===== src/rtl/brent_adder_pipe.sv =====
// brent_adder_pipe: pipelined Brent-Kung prefix adder/subtractor with
// valid/ready handshake on both sides.
//   clk, reset           : rising-edge clock, synchronous active-high reset
//   in_valid / in_ready  : operand handshake (in_ready is combinational)
//   a, b, cin, sub       : operands; sub=1 computes a-b and ignores cin
//   out_valid / out_ready: result handshake
//   sum, cout, ovf       : result, carry-out (no-borrow when sub=1), signed overflow
// Optional: define BRENT_ADDER_SAT_EN to saturate sum on signed overflow.
module brent_adder_pipe #(
  parameter int unsigned WIDTH       = 16,
  parameter int unsigned PIPE_STAGES = 2
) (
  input  logic             clk,
  input  logic             reset,
  input  logic             in_valid,
  output logic             in_ready,
  input  logic [WIDTH-1:0] a,
  input  logic [WIDTH-1:0] b,
  input  logic             cin,
  input  logic             sub,
  output logic             out_valid,
  input  logic             out_ready,
  output logic [WIDTH-1:0] sum,
  output logic             cout,
  output logic             ovf
);

  localparam int unsigned LOGW   = $clog2(WIDTH);
  localparam int unsigned LEVELS = 2 * LOGW - 1;
  localparam int unsigned NMID   = (PIPE_STAGES > 1) ? PIPE_STAGES - 1 : 1;

  // Prefix-tree state carried between stages; cin is pre-folded into g[0],
  // so every group anchored at bit 0 yields the true carry out of its MSB.
  typedef struct packed {
    logic [WIDTH-1:0] g;
    logic [WIDTH-1:0] p;
    logic [WIDTH-1:0] p0;
    logic             cin;
  } pp_t;

  // One Brent-Kung level: up-sweep for lvl < LOGW, then down-sweep.
  function automatic pp_t apply_level(input int unsigned lvl, input pp_t x);
    pp_t         y;
    int unsigned span;
    logic        up;
    logic        hit;
    y    = x;
    up   = (lvl < LOGW);
    span = up ? (32'd1 << lvl) : (32'd1 << (2 * LOGW - 2 - lvl));
    for (int unsigned i = 0; i < WIDTH; i++) begin
      if (up) hit = ((i + 1) % (2 * span) == 0);
      else    hit = ((i + 1) % (2 * span) == span) && (i + 1 > 2 * span);
      if (hit) begin
        y.g[i] = x.g[i] | (x.p[i] & x.g[i - span]);
        y.p[i] = x.p[i] & x.p[i - span];
      end
    end
    return y;
  endfunction

  pp_t                   pl_q [NMID];
  pp_t                   pl_d [NMID];
  pp_t                   fin;
  logic [WIDTH-1:0]      sum_c, sum_q;
  logic                  cout_c, cout_q, ovf_c, ovf_q;
  logic [PIPE_STAGES-1:0] v_q, v_d, v_in, rdy;

  // Front-end generate/propagate plus the prefix levels assigned to each stage.
  always_comb begin : datapath
    pp_t              cur;
    logic [WIDTH-1:0] bx;
    logic             c0;
    bx        = sub ? ~b : b;
    c0        = sub | cin;
    cur.p0    = a ^ bx;
    cur.p     = cur.p0;
    cur.g     = a & bx;
    cur.cin   = c0;
    cur.g[0]  = cur.g[0] | (cur.p0[0] & c0);
    for (int unsigned k = 0; k < NMID; k++) pl_d[k] = pl_q[k];
    fin = cur;
    for (int unsigned s = 0; s < PIPE_STAGES; s++) begin
      if (s > 0) cur = pl_q[(s > 0) ? s - 1 : 0];
      for (int unsigned l = s * LEVELS / PIPE_STAGES; l < (s + 1) * LEVELS / PIPE_STAGES; l++)
        cur = apply_level(l, cur);
      if (s + 1 < PIPE_STAGES) pl_d[(s + 1 < PIPE_STAGES) ? s : 0] = cur;
      else                     fin = cur;
    end
  end

  // Final sum/flags from the completed carry vector.
  always_comb begin : result
    logic [WIDTH-1:0] wrap_c;
    wrap_c = fin.p0 ^ {fin.g[WIDTH-2:0], fin.cin};
    cout_c = fin.g[WIDTH-1];
    ovf_c  = fin.g[WIDTH-1] ^ fin.g[WIDTH-2];
`ifdef BRENT_ADDER_SAT_EN
    // A wrapped negative result means the true result was positive.
    if (ovf_c) sum_c = wrap_c[WIDTH-1] ? {1'b0, {(WIDTH-1){1'b1}}} : {1'b1, {(WIDTH-1){1'b0}}};
    else       sum_c = wrap_c;
`else
    sum_c = wrap_c;
`endif
  end

  // Stage k can load unless it and every stage after it are full with the
  // consumer stalled; this collapses bubbles under backpressure.
  always_comb begin : handshake
    v_in[0] = in_valid;
    for (int unsigned k = 1; k < PIPE_STAGES; k++) v_in[k] = v_q[k-1];
    for (int unsigned k = 0; k < PIPE_STAGES; k++) begin
      rdy[k] = out_ready | ~(&(v_q | ~({PIPE_STAGES{1'b1}} << k)));
      v_d[k] = rdy[k] ? v_in[k] : v_q[k];
    end
  end

  assign in_ready = rdy[0];

  // Valid bits and output registers.
  always_ff @(posedge clk) begin : ctrl_regs
    if (reset) begin
      v_q    <= '0;
      sum_q  <= '0;
      cout_q <= 1'b0;
      ovf_q  <= 1'b0;
    end else begin
      v_q <= v_d;
      if (rdy[PIPE_STAGES-1] && v_in[PIPE_STAGES-1]) begin
        sum_q  <= sum_c;
        cout_q <= cout_c;
        ovf_q  <= ovf_c;
      end
    end
  end

  // Intermediate prefix registers; contents are qualified by v_q.
  always_ff @(posedge clk) begin : mid_regs
    for (int unsigned k = 0; k + 1 < PIPE_STAGES; k++)
      if (rdy[k] && v_in[k]) pl_q[k] <= pl_d[k];
  end

  assign out_valid = v_q[PIPE_STAGES-1];
  assign sum       = sum_q;
  assign cout      = cout_q;
  assign ovf       = ovf_q;

endmodule

===== config.mk =====
export PLATFORM = sky130hd
export DESIGN_NAME = brent_adder_pipe
export DESIGN_NICKNAME = d
export VERILOG_FILES = /design/src/rtl/brent_adder_pipe.sv
export SDC_FILE = /design/constraint.sdc
export NUM_CORES = 1
export LEC_CHECK = 0
export BUFFER_PORTS_ARGS = -buffer_cell sky130_fd_sc_hd__buf_4
export CAP_MARGIN = 10
export CORE_ASPECT_RATIO = 0.8
export CORE_MARGIN = 3
export CORE_UTILIZATION = 49
export CTS_CLUSTER_DIAMETER = 200
export DETAILED_ROUTE_END_ITERATION = 8
export GPL_TIMING_DRIVEN = 0
export PLACE_DENSITY = 0.83
export RECOVER_POWER = 25
export SKIP_LAST_GASP = 1
export SYNTH_ARGS = -nofsm -noshare
export SYNTH_HDL_FRONTEND = slang
export SYNTH_SLANG_ARGS = --single-unit
export TNS_END_PERCENT = 10

===== constraint.sdc =====
create_clock -name clk -period 2 [get_ports clk]
set_input_delay 0.1 -clock clk [delete_from_list [all_inputs] [get_ports clk]]
set_output_delay 0.1 -clock clk [all_outputs]
set_load 0.02 [all_outputs]

==> parameters.txt <==
Parameter                              Value

Run status
  Run status    finished, final reports clean

Floorplan
  Area of the die    roughly 6400 sq um
  Core outline area    between 5000 and 6000 sq um
  Height of the die    just over 70 um
  Chip Width    88.76 um
  Number of top-level design ports    58
  Initial standard-cell utilization of the core    0.5213
  Number of rows created at floorplan    23

Clock network
  Largest buffer count on any clock path    2
  Clock sink count    58
  Postcts setup bufs    0
  Number of H-tree levels    3
  Clk slew on worst S/H paths    ~0.06 ns
  TritonCTS clock tree    built
  CTS buffer count    9
  Library cell used as clock root buffer    clkbuf_8
  Clock insertion delay at the later pin of the skew report    about 0.34 ns

Detailed routing
  Number of remaining DRC errors    0
  Overall via count from detail_route    2003
  Detailed Route WL    around 5600 um
  Average wire length per cell after detail routing    approximately 16 um
  Per-cell via count in the routed design    5.658
  Detailed Routing Iterations Pass 1    4
  Starting DRT DRC Count    approximately 150
  Antenna violation net count after detailed routing    0

Job
  Max cap viols    0

Synthesis
  Synth Area per Inst    between 10 and 15 sq um
  Portion of synthesized cell area occupied by the leading cell type    0.4250
  Syn_nets    281
  Top_reg_cell synth    edfxtp_1
  Most frequent cell after synthesis    edfxtp_1
  Share of synthesized flip-flops with an asynchronous set or reset    0
  Area leader, netlist    edfxtp_1
  Syn Std Cell Area    around 2700 sq um
  Unique masters post-synth    31
  Fraction of the yosys area taken by sequential cells    0.5741
  EDFF count, synth    38
  Gate count after technology mapping    between 200 and 250
  Post-synthesis sequential element count    58
  List of most frequent post-synthesis cells    38 x edfxtp_1, 26 x a21oi_1, 23 x ha_1
  Syn. warnings    0
  Synth area leaders    edfxtp_1 42%, dfxtp_1 15%, ha_1 11%

Worst setup path
  Worst Path Arrival    between 1.5 and 2 ns
  Critical path start-end classification    flop to flop
  Worst Setup SP    pl_q[0][40]
  Largest delay contributor family on the critical path    compound AO/OA/AOI/OAI gates
  Total number of cells along the worst setup path    6
  Largest fanout of any net on the critical path    4
  Worst reg-to-reg path cell count    6
  R2R Path End    sum[15]
  End point of the critical path    sum[15]
  Worst path slowest cell    edfxtp_1
  Reg2Reg Launch Point    pl_q[0][40]
  Launching element type of the critical path    flop
  Biggest cell delay along the critical path    0.47 ns
  Cell seen most often among critical-path stages    a21o_1
  Worst path cell trace    a21o_1 -> a21o_1 -> ha_1 -> or3_1 -> nand4_1 -> a21oi_1
  Type of element capturing the critical path    flop
  Number of buffer and inverter stages on the critical path    0
  Required arrival time at the worst endpoint    ~2.2 ns
  Register-to-register setup slack    0.21 ns

Layout
  Antenna Cells    0
  Final standard cell count with taps included and fillers excluded    around 350
  Number of fillers in the final layout    approximately 400
  Fraction of layout instances using a drive strength above 1    0.2363
  Area overhead of the layout relative to synthesis    24.70%
  NumNets Final    348
  Post-layout utilization of the core    0.6500

Timing
  Setup-violating endpoint count in the final report    0
  Maximum achievable frequency    between 500 and 600 MHz
  Final max-slew violation count    0
  Final critical-path share of the clock period    0.8935
  Post-Route Hold Slack    approximately 0.06 ns
  Worst Max-Slew Pin Slew    0.5170 ns
  Skew final    roughly 0.005 ns
  RSZ-0062 raised after global routing    no
  Remaining max-slew budget at the tightest pin    0.6553
  Sum of negative setup slack    0 ns
  Final critical path time including I/O delays and setup    1.787 ns
  Final hold violation count    0

Placed design
  HPWL after detailed placement    roughly 4000 um
  Port Buf Inserts    between 50 and 60
  Placed Cells    around 340
  Global placer's final weighted congestion    0.8467

GRT
  GR Util All Layers    0.1901
  Number of global-route vias before repair    between 1500 and 2000
  Number of antenna violations at the first check in global routing    0
  Largest net degree at the start of global routing    39
  Overflow after GRT    0
  Global-route wire length before repair    approximately 9000 um

Power
  Max IR drop VDD    between 0.4 and 0.5 mV
  Power per Cell Area    905.5 nW/um^2
  Static power due to leakage    1.391 nW

Min path
  Class of the tightest hold or removal check    primary input to flop
-- routing by layer --
metal / GRT usage / up-vias / wire length (um)
li1: - / 962 / -
met1: 0.2556 / 954 / 2535
met2: 0.2834 / 77 / 2551
met3: 0.07946 / 10 / 419
met4: 0.05369 / 0 / 86
met5: 0 / - / 0
-- worst reg2reg max path: stages, from the launching register on --
cell and delay [ns]:
edfxtp_1 0.47, a21o_1 0.25, a21o_1 0.19, ha_1 0.19
or3_1 0.37, nand4_1 0.11, a21oi_1 0.07
-- cell type report --
type | count | area [sq um] | area share
clock inverters | 2 | 35.03 | 0.01046
well taps | 62 | 77.57 | 0.02317
inverters | 2 | 7.507 | 0.002242
clock buffers | 14 | 162.7 | 0.04858
plain buffers | 11 | 60.06 | 0.01794
multi-input cells | 149 | 1079 | 0.3221
repair buffers | 56 | 385.4 | 0.1151
flip-flops and latches | 58 | 1541 | 0.4604
-- through the flow --
step | power [mW] | setup slack (ns) | instance area (sq um)
4_1_cts | 3.055 | 0.1188 | 3385
3_5_place_dp | 1.989 | -0.02634 | 3177
5_1_grt | 3.169 | 0.1621 | 3348
6_report | 3.032 | 0.2130 | 3348
2_1_floorplan | 1.787 | 0.2159 | 2686
3_3_place_gp | 1.970 | -0.003201 | 3177
-- placed cells by master (no fill, tap or decap), types with 2 or more instances in the layout --
master,instances
xor2_1,16
a21oi_1,26
a21o_1,9
clkbuf_8,11
buf_4,46
and2_1,4
o21ai_0,21
nand3_1,9
a311oi_1,4
ha_1,23
nand2_1,3
clkbuf_1,16
nand4_1,8
edfxtp_1,38
nor2_1,3
xnor2_1,3
buf_2,5
inv_1,2
dfxtp_1,20
or3_1,7
nand2b_1,2
-- repair_timing --
item | 4_1_cts | 5_1_grt
setup endpoints to repair | 0 | 21
resized for setup | 0 | 1
hold buffers | 1 | 0
hold endpoints to repair | 1 | 0
-- logic make-up after synthesis --
kind of cell,after synthesis,share of synthesized area
AOI/OAI and AO/OA,65,0.1412
xor gates and xnor gates,19,0.06198
adders and majority gates,23,0.1072
buffers and inverters,13,0.02516
DFF,58,0.5741
and+or+nand+nor,42,0.09040
-- flip-flops by register name (all words and copies together), names as in the netlist --
signal  count
pl_q       38
sum        16
v_q         2
cout        1
ovf         1
-- power by group --
part	switching, mW	internal, mW	total, mW
Sequential	0.0510	1.41	1.47
Combinational	0.271	0.224	0.495
Clock	0.429	0.643	1.07
Total	0.750	2.28	3.03
-- how the worst min path moves through the flow --
| stage | startpoint | endpoint | slack (ns) | cells after the start |
|---|---|---|---|---|
| 2_1_floorplan | in_valid | v_q[0] | 0.22 | 2 |
| 3_3_place_gp | in_valid | v_q[0] | 0.33 | 3 |
| 3_5_place_dp | in_valid | v_q[0] | 0.33 | 3 |
| 4_1_cts | cin | pl_q[0][0] | 0.05 | 2 |
| 5_1_grt | cin | pl_q[0][0] | 0.05 | 2 |
| 6_report | cin | pl_q[0][0] | 0.06 | 2 |
Note: power is estimated with default switching activity, not from simulation.
